### src/rtl/pipe_wb_reg.sv
// Memory-to-Writeback pipeline register for the Y86-64 pipeline.
// Supports stall/bubble control, a sticky conflict flag and saturating stall/bubble counters.
module pipe_wb_reg #(
    parameter int unsigned         DATA_W    = 64,
    parameter int unsigned         STAT_W    = 3,
    parameter int unsigned         ICODE_W   = 4,
    parameter int unsigned         REG_W     = 4,
    parameter int unsigned         CNT_W     = 16,
    parameter logic [ICODE_W-1:0]  NOP_ICODE = ICODE_W'(4'h1),
    parameter logic [STAT_W-1:0]   BUB_STAT  = STAT_W'(3'd1),
    parameter logic [REG_W-1:0]    RNONE     = REG_W'(4'hF)
) (
    input  logic               clk,
    input  logic               rst_n,
    input  logic               W_stall,
    input  logic               W_bubble,
    input  logic               cnt_clr,
    input  logic [STAT_W-1:0]  m_stat,
    input  logic [ICODE_W-1:0] m_icode,
    input  logic [DATA_W-1:0]  m_valE,
    input  logic [DATA_W-1:0]  m_valM,
    input  logic [REG_W-1:0]   m_dstE,
    input  logic [REG_W-1:0]   m_dstM,
    input  logic               m_valid,
    output logic [STAT_W-1:0]  W_stat,
    output logic [ICODE_W-1:0] W_icode,
    output logic [DATA_W-1:0]  W_valE,
    output logic [DATA_W-1:0]  W_valM,
    output logic [REG_W-1:0]   W_dstE,
    output logic [REG_W-1:0]   W_dstM,
    output logic               W_valid,
    output logic               conflict_err,
    output logic [CNT_W-1:0]   stall_cnt,
    output logic [CNT_W-1:0]   bubble_cnt
);

    typedef struct packed {
        logic [STAT_W-1:0]  stat;
        logic [ICODE_W-1:0] icode;
        logic [DATA_W-1:0]  val_e;
        logic [DATA_W-1:0]  val_m;
        logic [REG_W-1:0]   dst_e;
        logic [REG_W-1:0]   dst_m;
    } wb_t;

    localparam wb_t             BUBBLE  = '{stat: BUB_STAT, icode: NOP_ICODE,
                                            val_e: '0, val_m: '0,
                                            dst_e: RNONE, dst_m: RNONE};
    localparam logic [CNT_W-1:0] CNT_MAX = {CNT_W{1'b1}};

    wb_t              r_wb;
    logic             r_valid;
    logic             r_conflict;
    logic [CNT_W-1:0] r_stall_cnt;
    logic [CNT_W-1:0] r_bubble_cnt;

    wb_t              w_m;
    logic             w_bubble_load;

    assign w_m           = '{stat: m_stat, icode: m_icode, val_e: m_valE,
                             val_m: m_valM, dst_e: m_dstE, dst_m: m_dstM};
    assign w_bubble_load = W_bubble & ~W_stall;

    // Pipeline fields: stall holds, bubble loads a NOP, otherwise capture the M stage.
    always_ff @(posedge clk or negedge rst_n) begin
        if (!rst_n) begin
            r_wb    <= BUBBLE;
            r_valid <= 1'b0;
        end else if (W_stall) begin
            r_wb    <= r_wb;
            r_valid <= r_valid;
        end else if (W_bubble) begin
            r_wb    <= BUBBLE;
            r_valid <= 1'b0;
        end else begin
            r_wb    <= w_m;
            r_valid <= m_valid;
        end
    end

    // Sticky flag: only reset clears it.
    always_ff @(posedge clk or negedge rst_n) begin
        if (!rst_n) begin
            r_conflict <= 1'b0;
        end else if (W_stall && W_bubble) begin
            r_conflict <= 1'b1;
        end
    end

    // Saturating counters; a clear takes precedence over any increment.
    always_ff @(posedge clk or negedge rst_n) begin
        if (!rst_n) begin
            r_stall_cnt  <= '0;
            r_bubble_cnt <= '0;
        end else if (cnt_clr) begin
            r_stall_cnt  <= '0;
            r_bubble_cnt <= '0;
        end else begin
            if (W_stall && (r_stall_cnt != CNT_MAX)) begin
                r_stall_cnt <= r_stall_cnt + CNT_W'(1);
            end
            if (w_bubble_load && (r_bubble_cnt != CNT_MAX)) begin
                r_bubble_cnt <= r_bubble_cnt + CNT_W'(1);
            end
        end
    end

    assign W_stat       = r_wb.stat;
    assign W_icode      = r_wb.icode;
    assign W_valE       = r_wb.val_e;
    assign W_valM       = r_wb.val_m;
    assign W_dstE       = r_wb.dst_e;
    assign W_dstM       = r_wb.dst_m;
    assign W_valid      = r_valid;
    assign conflict_err = r_conflict;
    assign stall_cnt    = r_stall_cnt;
    assign bubble_cnt   = r_bubble_cnt;

endmodule

### config.mk
export PLATFORM = sky130hd
export DESIGN_NAME = pipe_wb_reg
export DESIGN_NICKNAME = d
export VERILOG_FILES = /design/src/rtl/pipe_wb_reg.sv
export SDC_FILE = /design/constraint.sdc
export NUM_CORES = 1
export LEC_CHECK = 0
export CORE_MARGIN = 10
export CORE_UTILIZATION = 43
export CTS_CLUSTER_DIAMETER = 150
export DETAILED_ROUTE_END_ITERATION = 7
export PLACE_DENSITY = 0.81
export SLEW_MARGIN = 20
export SYNTH_ARGS = -nofsm -noshare
export SYNTH_HDL_FRONTEND = slang
export SYNTH_SLANG_ARGS = --single-unit
### constraint.sdc
create_clock -name clk -period 3 [get_ports clk]
set_clock_uncertainty 0.15 [all_clocks]
set_input_delay 0.6 -clock clk [delete_from_list [all_inputs] [get_ports clk]]
set_output_delay 0.6 -clock clk [all_outputs]
set_load 0.01 [all_outputs]
# Word-level counts from Yosys, hierarchy flattened
# Index checks and enable logic that the tools add are counted.
[word_totals] register_bits=177 inputBits=149
[classes] add_sub_neg=2 n_eq_ne=2 mux=6 bitwise_logic=2 n_reduce_logical=5
[ops] cell="143-bit two-way mux" n=1
[ops] cell="16-bit two-way mux" n=4
[ops] cell="16-bit by 1-bit adder with 16-bit output (second input constant)" n=2
[ops] cell="16-bit inequality test (second input constant)" n=2
[ops] cell="2-bit nonzero test" n=2
[ops] cell="1-bit logical AND" n=3
[ops] cell="1-bit AND" n=1
[ops] cell="1-bit two-way mux" n=1
[ops] cell="1-bit inverter" n=1

# Longest topological paths before layout
# Gate-level depths: netlist of the first run.
[logic_depth] ltp_word=5 ltp_mapped=7

# Worst setup path after synthesis of the first run
# OpenSTA, ideal clock, no wires.
[synth_path] path_type="input to register" start="in W_stall" end="reg r_bubble_cnt[14] (netlist: bubble_cnt[14])" arrival_time_ns=1.973 required_time_ns=2.730 slack_ns=0.757 cell_stages=6 cell_sequence="buf_6 nand2b_4 or3_1 buf_2 or4b_1 o211a_1"
[synth_via] elab_chain_cells=4
[synth_rtl] item="start, declared" line_no="15" text="input logic W_stall,"
[synth_rtl] item="1-bit inverter" line_no="62" text="assign w_bubble_load = W_bubble & ~W_stall;"
[synth_rtl] item="1-bit AND" line_no="62"
[synth_rtl] item="1-bit logical AND" line_no="102" text="if (w_bubble_load && (r_bubble_cnt != CNT_MAX)) begin"
[synth_rtl] item="2-bit nonzero test (no line)"
[synth_rtl] item="end signal, assigned" line_no="103" text="r_bubble_cnt <= r_bubble_cnt + CNT_W'(1);"
[synth_rtl] item="end, declared" line_no="55" text="logic [CNT_W-1:0] r_bubble_cnt;"
# No other way between the ends.
# A chain may end at the register's enable or synchronous reset.

# Final worst setup path of the first run
[layout_path] start="reg r_bubble_cnt[0] (netlist: bubble_cnt[0])" end="reg r_bubble_cnt[14] (netlist: bubble_cnt[14])"
[layout_via] elab_chain_cells=3 word_cells_on_any_way=6 cone_classes="add/sub (1); eq/ne (1); mux (2); reduce/logical (2)"
[layout_rtl] item="16-bit by 1-bit adder with 16-bit output or 16-bit inequality test (tied branches)" line_no="103, 102"
[layout_rtl] item="16-bit two-way mux or 1-bit logical AND (tied branches)" line_no="102"
[layout_rtl] item="16-bit two-way mux or 2-bit nonzero test (tied branches)"
# Several ways; a longest one is shown, not always the timed one. The select of a mux whose other input is x is not followed.

==> flow_summary.json, run 1 <==
{
  "critPathLaunchType": "flop",
  "cts_tree": "built",
  "die_w_um": 155,
  "power.leakage_nw": 4.85,
  "cts_root_buffer": "clkbuf_16",
  "portBuffers": 325,
  "pwr-share-seq_pct": 45.8,
  "drive_above_1_share_pct": 5.81,
  "vdd_drop_max_mv": 0.370,
  "r2r_cells": 5,
  "criticalPathCategory": "flop to flop",
  "coreArea_um2": 17900,
  "hold_viol_final": 0,
  "timing.rr.start": "bubble_cnt[0]$_DFFE_PN0P_",
  "crit_required_ns": 3.16,
  "power_frac_clock_pct": 37.5,
  "routedWlPerCell_um": 18.0,
  "path_clk_slew_ns": 0.07,
  "mostFrequentLayoutCells": "clkdlybuf4s50_1 (322), dfrtp_1 (167), nand2_1 (164), o21ai_0 (151), nand2b_1 (132)",
  "place.gp.congestion": 0.879,
  "synth_warnings": 0,
  "async_flop_share_pct": 100,
  "vias": 6860,
  "power_w": 0.00576,
  "area_growth_pct": 51.2,
  "slew_viol_final": 0,
  "antenna_found_initial": 1,
  "netlist_area_um2": 7800,
  "p_int_w": 0.00427,
  "ios": 326,
  "die_h_um": 155,
  "holdCritPathClass": "primary input to asynchronous set/reset pin",
  "setup_tns_ns": 0,
  "initial_core_util_pct": 43.6,
  "synth_area_leaders": "dfrtp_1 (54%), nand2b_1 (11%), o21ai_0 (9.7%)",
  "dieArea_um2": 23900,
  "placedCellCount": 1333,
  "regToRegSetupSlack_ns": 0.68,
  "critPathCaptureType": "flop",
  "rows": 49,
  "diodes": 0,
  "pwr-share-comb_pct": 16.7,
  "grt_max_degree": 227,
  "clk_latency_ns": 0.42,
  "synth.largest_area_cell": "dfrtp_1",
  "cp_max_fo": 8,
  "final_cell_area_um2": 11800,
  "hpwl_um": 18200,
  "grt_usage_pct": 20.1,
  "finalCriticalPeriod_ns": 2.32,
  "ant_nets": 0,
  "setup_viol": 0,
  "cts_setup_buffers": 0,
  "viasPerCell": 5.03,
  "numClockSinks": 177,
  "worst_pin_slew_ns": 0.918,
  "status": "finished clean",
  "reg2reg_to": "bubble_cnt[14]$_DFFE_PN0P_",
  "hold_buffers": 0,
  "grt_pass1_vias": 6850,
  "synth_top_flop_cell": "dfrtp_1",
  "cts-buffers-inserted": 17,
  "rsz0062_at_grt": "false",
  "fmaxAchievable_mhz": 432,
  "htreeDepth": 4,
  "final_common_cell": "clkdlybuf4s50_1",
  "layout.cells.non_filler": 1365,
  "dpl_cell_area_um2": 11200,
  "ys_ff_latch": 177,
  "worstPathArrival_ns": 2.47,
  "syn_inst": 823,
  "switching_share_pct": 25.9,
  "final.period_utilization_pct": 77.2,
  "p_switching_w": 0.00149,
  "cts_resized": 0,
  "synth_edf_count": 0,
  "drc_errors": 0,
  "synth.distinct_cells": 46,
  "grt.overflow.total": 0,
  "drv_cap": 0,
  "syn_avg_cell_area_um2": 9.48,
  "finalHoldWorstSlack_ns": 0.00522,
  "powerDensity_nw_per_um2": 489,
  "drtIter0Drc": 438,
  "nets": 1274,
  "wl_um": 24600,
  "synth.top_cell.area_share_pct": 53.6,
  "synth_nets": 974,
  "grt_pass1_wl_um": 38600,
  "synth-seq-area-share_pct": 56.9,
  "first_pass_iters": 5,
  "slew_headroom_pct": 38.3,
  "cts_buffer_depth": 2
}
power by group through the flow:
stage | Combinational [W] | Clock (W) | Sequential [W]
3_3_place_gp | 0.000963 | 0 | 0.00268
2_1_floorplan | 0.000237 | 0 | 0.00275
3_5_place_dp | 0.000975 | 0 | 0.00268
4_1_cts | 0.000980 | 0.00221 | 0.00264
6_report | 0.000960 | 0.00216 | 0.00264
5_1_grt | 0.00105 | 0.00231 | 0.00266
area by class of cell:
cell class,instances,area (um^2)
clock buffers,18,439
repair buffers,336,3360
flip-flops and latches,177,4440
well taps,229,287
clock inverters,14,126
fillers,1456,6110
multi-input cells,589,3130
inverters,2,7.51
cell families after synthesis:
group	synth area share [%]
buffers and inverters	2.92
muxes	0.834
AOI/OAI and AO/OA	13.2
DFF	56.9
adders and majority gates	0.321
xor gates and xnor gates	0.112
and+or+nand+nor	25.7
sequential cells by signal (all words and copies together) (netlist names):
name          cells
W_valid           1
W_valE           64
W_icode           4
stall_cnt        16
W_dstE            4
W_valM           64
W_stat            3
conflict_err      1
W_dstM            4
bubble_cnt       16
per-stage QoR:
| step | util, % | worst slack, ns |
|---|---|---|
| after floorplan | - | 0.757 |
| after global placement | 62.7 | 0.709 |
| after detailed placement | 62.7 | 0.664 |
| after CTS | 65.9 | 0.697 |
| after global routing | 65.9 | 0.539 |
| final | 65.9 | 0.683 |
layer usage:
metal / part of all wire, % / track usage [%]
met3: 9.2 / 7.93
met4: 3.1 / 8.23
met1: 40 / 23.7
met2: 48 / 32.1
met5: 0.053 / 0
critical path, cell delays in order, from the launching register on:
cell     delay, ns
dfrtp_1       0.47
ha_1          0.23
nand4_2       0.17
or3_1         0.49
or4b_1        0.54
o211a_1       0.15
how the worst max path moves through the flow:
stage | from | endpoint | cells after the start
floorplan | W_stall | bubble_cnt[14]$_DFFE_PN0P_ | 6
global placement | W_bubble | bubble_cnt[14]$_DFFE_PN0P_ | 5
detailed placement | W_bubble | bubble_cnt[14]$_DFFE_PN0P_ | 5
CTS | W_dstE[3]$_DFFE_PN1N_ | W_dstE[3] | 1
global route | bubble_cnt[0]$_DFFE_PN0P_ | bubble_cnt[10]$_DFFE_PN0P_ | 5
finish | bubble_cnt[0]$_DFFE_PN0P_ | bubble_cnt[14]$_DFFE_PN0P_ | 5
cells in the mapped netlist, types with 4 or more instances:
| master | count |
|---|---|
| dfrtp_1 | 167 |
| nand2_1 | 164 |
| o21ai_0 | 151 |
| nand2b_1 | 132 |
| clkbuf_1 | 48 |
| nor2_1 | 24 |
| a21oi_1 | 16 |
| nand4_1 | 13 |
| dfstp_2 | 10 |
| or3_1 | 9 |
| nand3_1 | 7 |
| nor2b_1 | 7 |
| or4_1 | 7 |
| o31ai_1 | 6 |
| buf_2 | 5 |
| nor3_1 | 5 |
| and3_1 | 4 |
| and4_1 | 4 |
| mux2_2 | 4 |
| nor4_1 | 4 |
(Power assumes the default switching activity.)
==> run 2: changes to the inputs <==
==> constraint.sdc (replaced) <==
create_clock -name clk -period 2.4 [get_ports clk]
set_clock_uncertainty 0.15 [all_clocks]
set_input_delay 0.48 -clock clk [delete_from_list [all_inputs] [get_ports clk]]
set_output_delay 0.48 -clock clk [all_outputs]
set_load 0.01 [all_outputs]
==> flow_summary.json, run 2 (synthesis gave the netlist of run 1 again) <==
{
  "cts_resized": 0,
  "slew_headroom_pct": 50.1,
  "rows": 49,
  "drtIter0Drc": 390,
  "first_pass_iters": 5,
  "cts-buffers-inserted": 17,
  "wl_um": 24800,
  "die_w_um": 155,
  "crit_required_ns": 1.77,
  "area_growth_pct": 53.1,
  "slew_viol_final": 0,
  "final_common_cell": "clkdlybuf4s50_1",
  "numClockSinks": 177,
  "drv_cap": 0,
  "fmaxAchievable_mhz": 461,
  "dieArea_um2": 23900,
  "r2r_cells": 5,
  "rsz0062_at_grt": "false",
  "path_clk_slew_ns": 0.07,
  "vdd_drop_max_mv": 0.487,
  "critPathCaptureType": "output port",
  "drive_above_1_share_pct": 6.29,
  "hold_viol_final": 0,
  "initial_core_util_pct": 43.6,
  "finalHoldWorstSlack_ns": 0.267,
  "grt_pass1_vias": 6947,
  "ant_nets": 0,
  "mostFrequentLayoutCells": "clkdlybuf4s50_1 (322), dfrtp_1 (167), nand2_1 (164), o21ai_0 (151), nand2b_1 (132)",
  "cts_root_buffer": "clkbuf_16",
  "regToRegSetupSlack_ns": 0.24,
  "cp_max_fo": 2,
  "status": "finished clean",
  "powerDensity_nw_per_um2": 617,
  "grt_pass1_wl_um": 39000,
  "cts_buffer_depth": 2,
  "cts_setup_buffers": 0,
  "worst_pin_slew_ns": 0.748,
  "drc_errors": 0,
  "final.period_utilization_pct": 90.3,
  "nets": 1282,
  "portBuffers": 325,
  "routedWlPerCell_um": 18.0,
  "viasPerCell": 4.98,
  "vias": 6839,
  "path_depth": 1,
  "worstPathArrival_ns": 1.54,
  "critPathLaunchType": "flop",
  "grt_max_degree": 149,
  "place.gp.congestion": 0.863,
  "utilization_pct": 66.7,
  "setup_viol": 0,
  "antenna_found_initial": 0,
  "slowest_delay_ns": 0.57,
  "grt_usage_pct": 20.3,
  "cp_num_buf_inv": 1,
  "criticalPathCategory": "flop to output port",
  "holdCritPathClass": "primary input to flop",
  "slowest_stage": "clkdlybuf4s50_1",
  "hpwl_um": 18100,
  "worstHoldPathCells": 3,
  "finalCriticalPeriod_ns": 2.17,
  "die_h_um": 155,
  "power.leakage_nw": 4.93,
  "htreeDepth": 4,
  "grt.overflow.total": 0,
  "coreArea_um2": 17900,
  "worstPathCellList": "clkdlybuf4s50_1",
  "clk_latency_ns": 0.43,
  "hold_buffers": 1,
  "setup_tns_ns": 0,
  "cts_tree": "built",
  "cp_top_family": "buffers and inverters",
  "ios": 326
}
==> run 2: metrics by stage <==
stage | instances | total power [W] | worst slack (ns) | instance area (um^2)
after global placement | 1340 | 0.00456 | 0.245 | 11300
after floorplan | 823 | 0.00374 | 0.200 | 7800
final | 1374 | 0.00738 | 0.232 | 11900
after global routing | 1373 | 0.00769 | 0.151 | 11900
after detailed placement | 1340 | 0.00459 | 0.210 | 11300
after CTS | 1373 | 0.00747 | 0.198 | 11900
==> run 2: path summary, 6_finish.rpt <==
path,to,start
worst min register to register,conflict_err$_DFFE_PN0P_,conflict_err$_DFFE_PN0P_
max in group asynchronous,W_dstM[1]$_DFFE_PN1N_,rst_n
worst max-delay path,W_dstE[3],W_dstE[3]$_DFFE_PN1N_
worst min-delay path,W_valM[35]$_DFFE_PN0N_,W_bubble
worst max register to register,bubble_cnt[14]$_DFFE_PN0P_,bubble_cnt[0]$_DFFE_PN0P_
min in group asynchronous,stall_cnt[9]$_DFFE_PN0P_,rst_n
==> run 2: layout make-up <==
cell class              count  area (um^2)
fillers                  1436         5950
flip-flops and latches    177         4440
repair buffers            344         3470
multi-input cells         589         3130
clock buffers              20          457
well taps                 229          287
clock inverters            12          145
inverters                   2         7.51
diodes                      1         2.50
==> run 2: tightest hold or removal path: stages <==
cell and delay, ns:
buf_4 0.14, nand2b_1 0.11, o21ai_0 0.06
==> run 2: where the power goes <==
group | internal [W] | switching (W) | total [W]
clock network | 0.00162 | 0.00124 | 0.00286
logic | 0.000693 | 0.000524 | 0.00122
registers | 0.00319 | 0.000113 | 0.00330
==> run 2: metal layers <==
| metal | vias up | GRT usage, % | part of all wire [%] |
|---|---|---|---|
| met5 | - | 0 | 0 |
| met2 | 212 | 34.4 | 51 |
| met4 | 0 | 6.12 | 1.4 |
| met1 | 3220 | 23.5 | 40 |
| li1 | 3382 | - | - |
| met3 | 25 | 7.24 | 8.2 |
==> run 3: changes to the inputs <==
--- a/config.mk
+++ b/config.mk
@@ -10,7 +10,6 @@
 export CTS_CLUSTER_DIAMETER = 150
 export DETAILED_ROUTE_END_ITERATION = 7
 export PLACE_DENSITY = 0.81
-export SLEW_MARGIN = 20
 export SYNTH_ARGS = -nofsm -noshare
 export SYNTH_HDL_FRONTEND = slang
 export SYNTH_SLANG_ARGS = --single-unit
==> results of run 3 <==
Same layout as run 2: the final DEF is identical, and so are final timing and power.
==> patch (config.mk and constraints of run 3) <==
Reset style: synchronous (`rst_n`), changed in 3 clocked blocks.
--- a/src/rtl/pipe_wb_reg.sv
+++ b/src/rtl/pipe_wb_reg.sv
@@ -62,7 +62,7 @@
     assign w_bubble_load = W_bubble & ~W_stall;
 
     // Pipeline fields: stall holds, bubble loads a NOP, otherwise capture the M stage.
-    always_ff @(posedge clk or negedge rst_n) begin
+    always_ff @(posedge clk) begin
         if (!rst_n) begin
             r_wb    <= BUBBLE;
             r_valid <= 1'b0;
@@ -79,7 +79,7 @@
     end
 
     // Sticky flag: only reset clears it.
-    always_ff @(posedge clk or negedge rst_n) begin
+    always_ff @(posedge clk) begin
         if (!rst_n) begin
             r_conflict <= 1'b0;
         end else if (W_stall && W_bubble) begin
@@ -88,7 +88,7 @@
     end
 
     // Saturating counters; a clear takes precedence over any increment.
-    always_ff @(posedge clk or negedge rst_n) begin
+    always_ff @(posedge clk) begin
         if (!rst_n) begin
             r_stall_cnt  <= '0;
             r_bubble_cnt <= '0;
Check against the original RTL: differs if rst_n is asserted again (counterexample within 4 cycles, from zero or initial values and one cycle with rst_n low); with rst_n held inactive, the same outputs for 4 cycles.
==> patch against run 3 <==
- global-route usage rose by 0.83 points
- cell area fell by 11%
- synthesized area fell by 15%
- first-iteration DRC count fell by 11%
- setup slack improved by 0.020 ns
- critical endpoint is now bubble_cnt[12]
- total power fell by 7.7%
- cell count fell by 14%
- die area fell by 13%
- critical path depth did not move
- largest cell class unchanged
- sequential cell count did not move
- wire length fell by 6.8%
- non-clock buffer count fell by 6
==> patch: results (changes against run 3) <==
=====================================================================
Number of clock-tree buffers in the layout                         19   was 20
Comb power frac                                                 12.0%   was 16.5%
Portion of total power attributed to the clock network          42.8%   was 38.8%
CP arrival                                                    1.52 ns   was 1.54 ns
Global-route met3 utilization                                   10.7%   was 7.24%
Number of unique standard cell types used by synthesis             45   was 46
Detail Placement HPWL                                         16.8 mm   was 18.1 mm
Leakage power                                                 3.69 nW   was 4.93 nW
Antenna Cells                                                       0   was 1
Count of plain and timing-repair buffers                          338   was 344
Multi-input comb cells                                            438   was 589
Flip-flop and latch share of the layout cell area               33.2%   was 37.2%
Run status                                               complete, no violations   unchanged
Critical path startpoint                                 bubble_cnt[12]   was W_dstE[3]
Hold worst-path end                                        W_icode[0]   was W_valM[35]
Maximum vdd ir drop                                        0.000529 V   was 0.000487 V
Largest stage delay on the critical path                      0.63 ns   was 0.57 ns
Achievable clock frequency                                    466 MHz   was 461 MHz
Worst R2R Setup Slack                                         0.40 ns   was 0.24 ns
Worst Hold Margin                                            0.329 ns   was 0.267 ns
Average routed wire per standard cell                         19.6 um   was 18.0 um
Global-route wire length before repair                        34.6 mm   was 39.0 mm
Tightest Hold Check Type                                      reg2reg   was in2reg
Met3 wire len                                                 2.54 mm   was 2.02 mm
Number of non-clock inverters                                       4   was 2
Via count of the first global-routing pass                       6171   was 6947
Worst setup endpoint                                     bubble_cnt[12]   was W_dstE[3]
Number of vias per cell after detailed routing                   5.33   was 4.98
Syn_nets                                                          825   was 974
Startpoint of the lowest-slack hold path                   W_icode[0]   was W_bubble
=====================================================================
-- patch: cell types whose count changed after synthesis, moves of 129 or more --
cell,change
a22oi_1,+133
dfrtp_1,-167
dfxtp_1,+177
nand2_1,-139
nand2b_1,-129
nor2b_1,+130
o21ai_0,-139
-- patch: stage by stage --
step | setup TNS [ns] | total power [mW] | std cells
6_report | 0 | 6.81 | 1177
3_3_place_gp | 0 | 3.95 | 1145
4_1_cts | 0 | 6.88 | 1177
3_5_place_dp | -0.00350 | 3.96 | 1145
2_1_floorplan | 0 | 3.45 | 674
5_1_grt | 0 | 7.06 | 1177
-- patch: cells by family (layout without fill, tap and decap cells) --
group | count (synthesis) | count (layout) | synth area share, %
AOI/OAI and AO/OA | 199 | 199 | 21.3
and+or+nand+nor | 236 | 236 | 21.5
xor gates and xnor gates | 1 | 1 | 0.131
buffers and inverters | 59 | 374 | 3.57
adders and majority gates | 2 | 2 | 0.375
DFF | 177 | 177 | 53.2
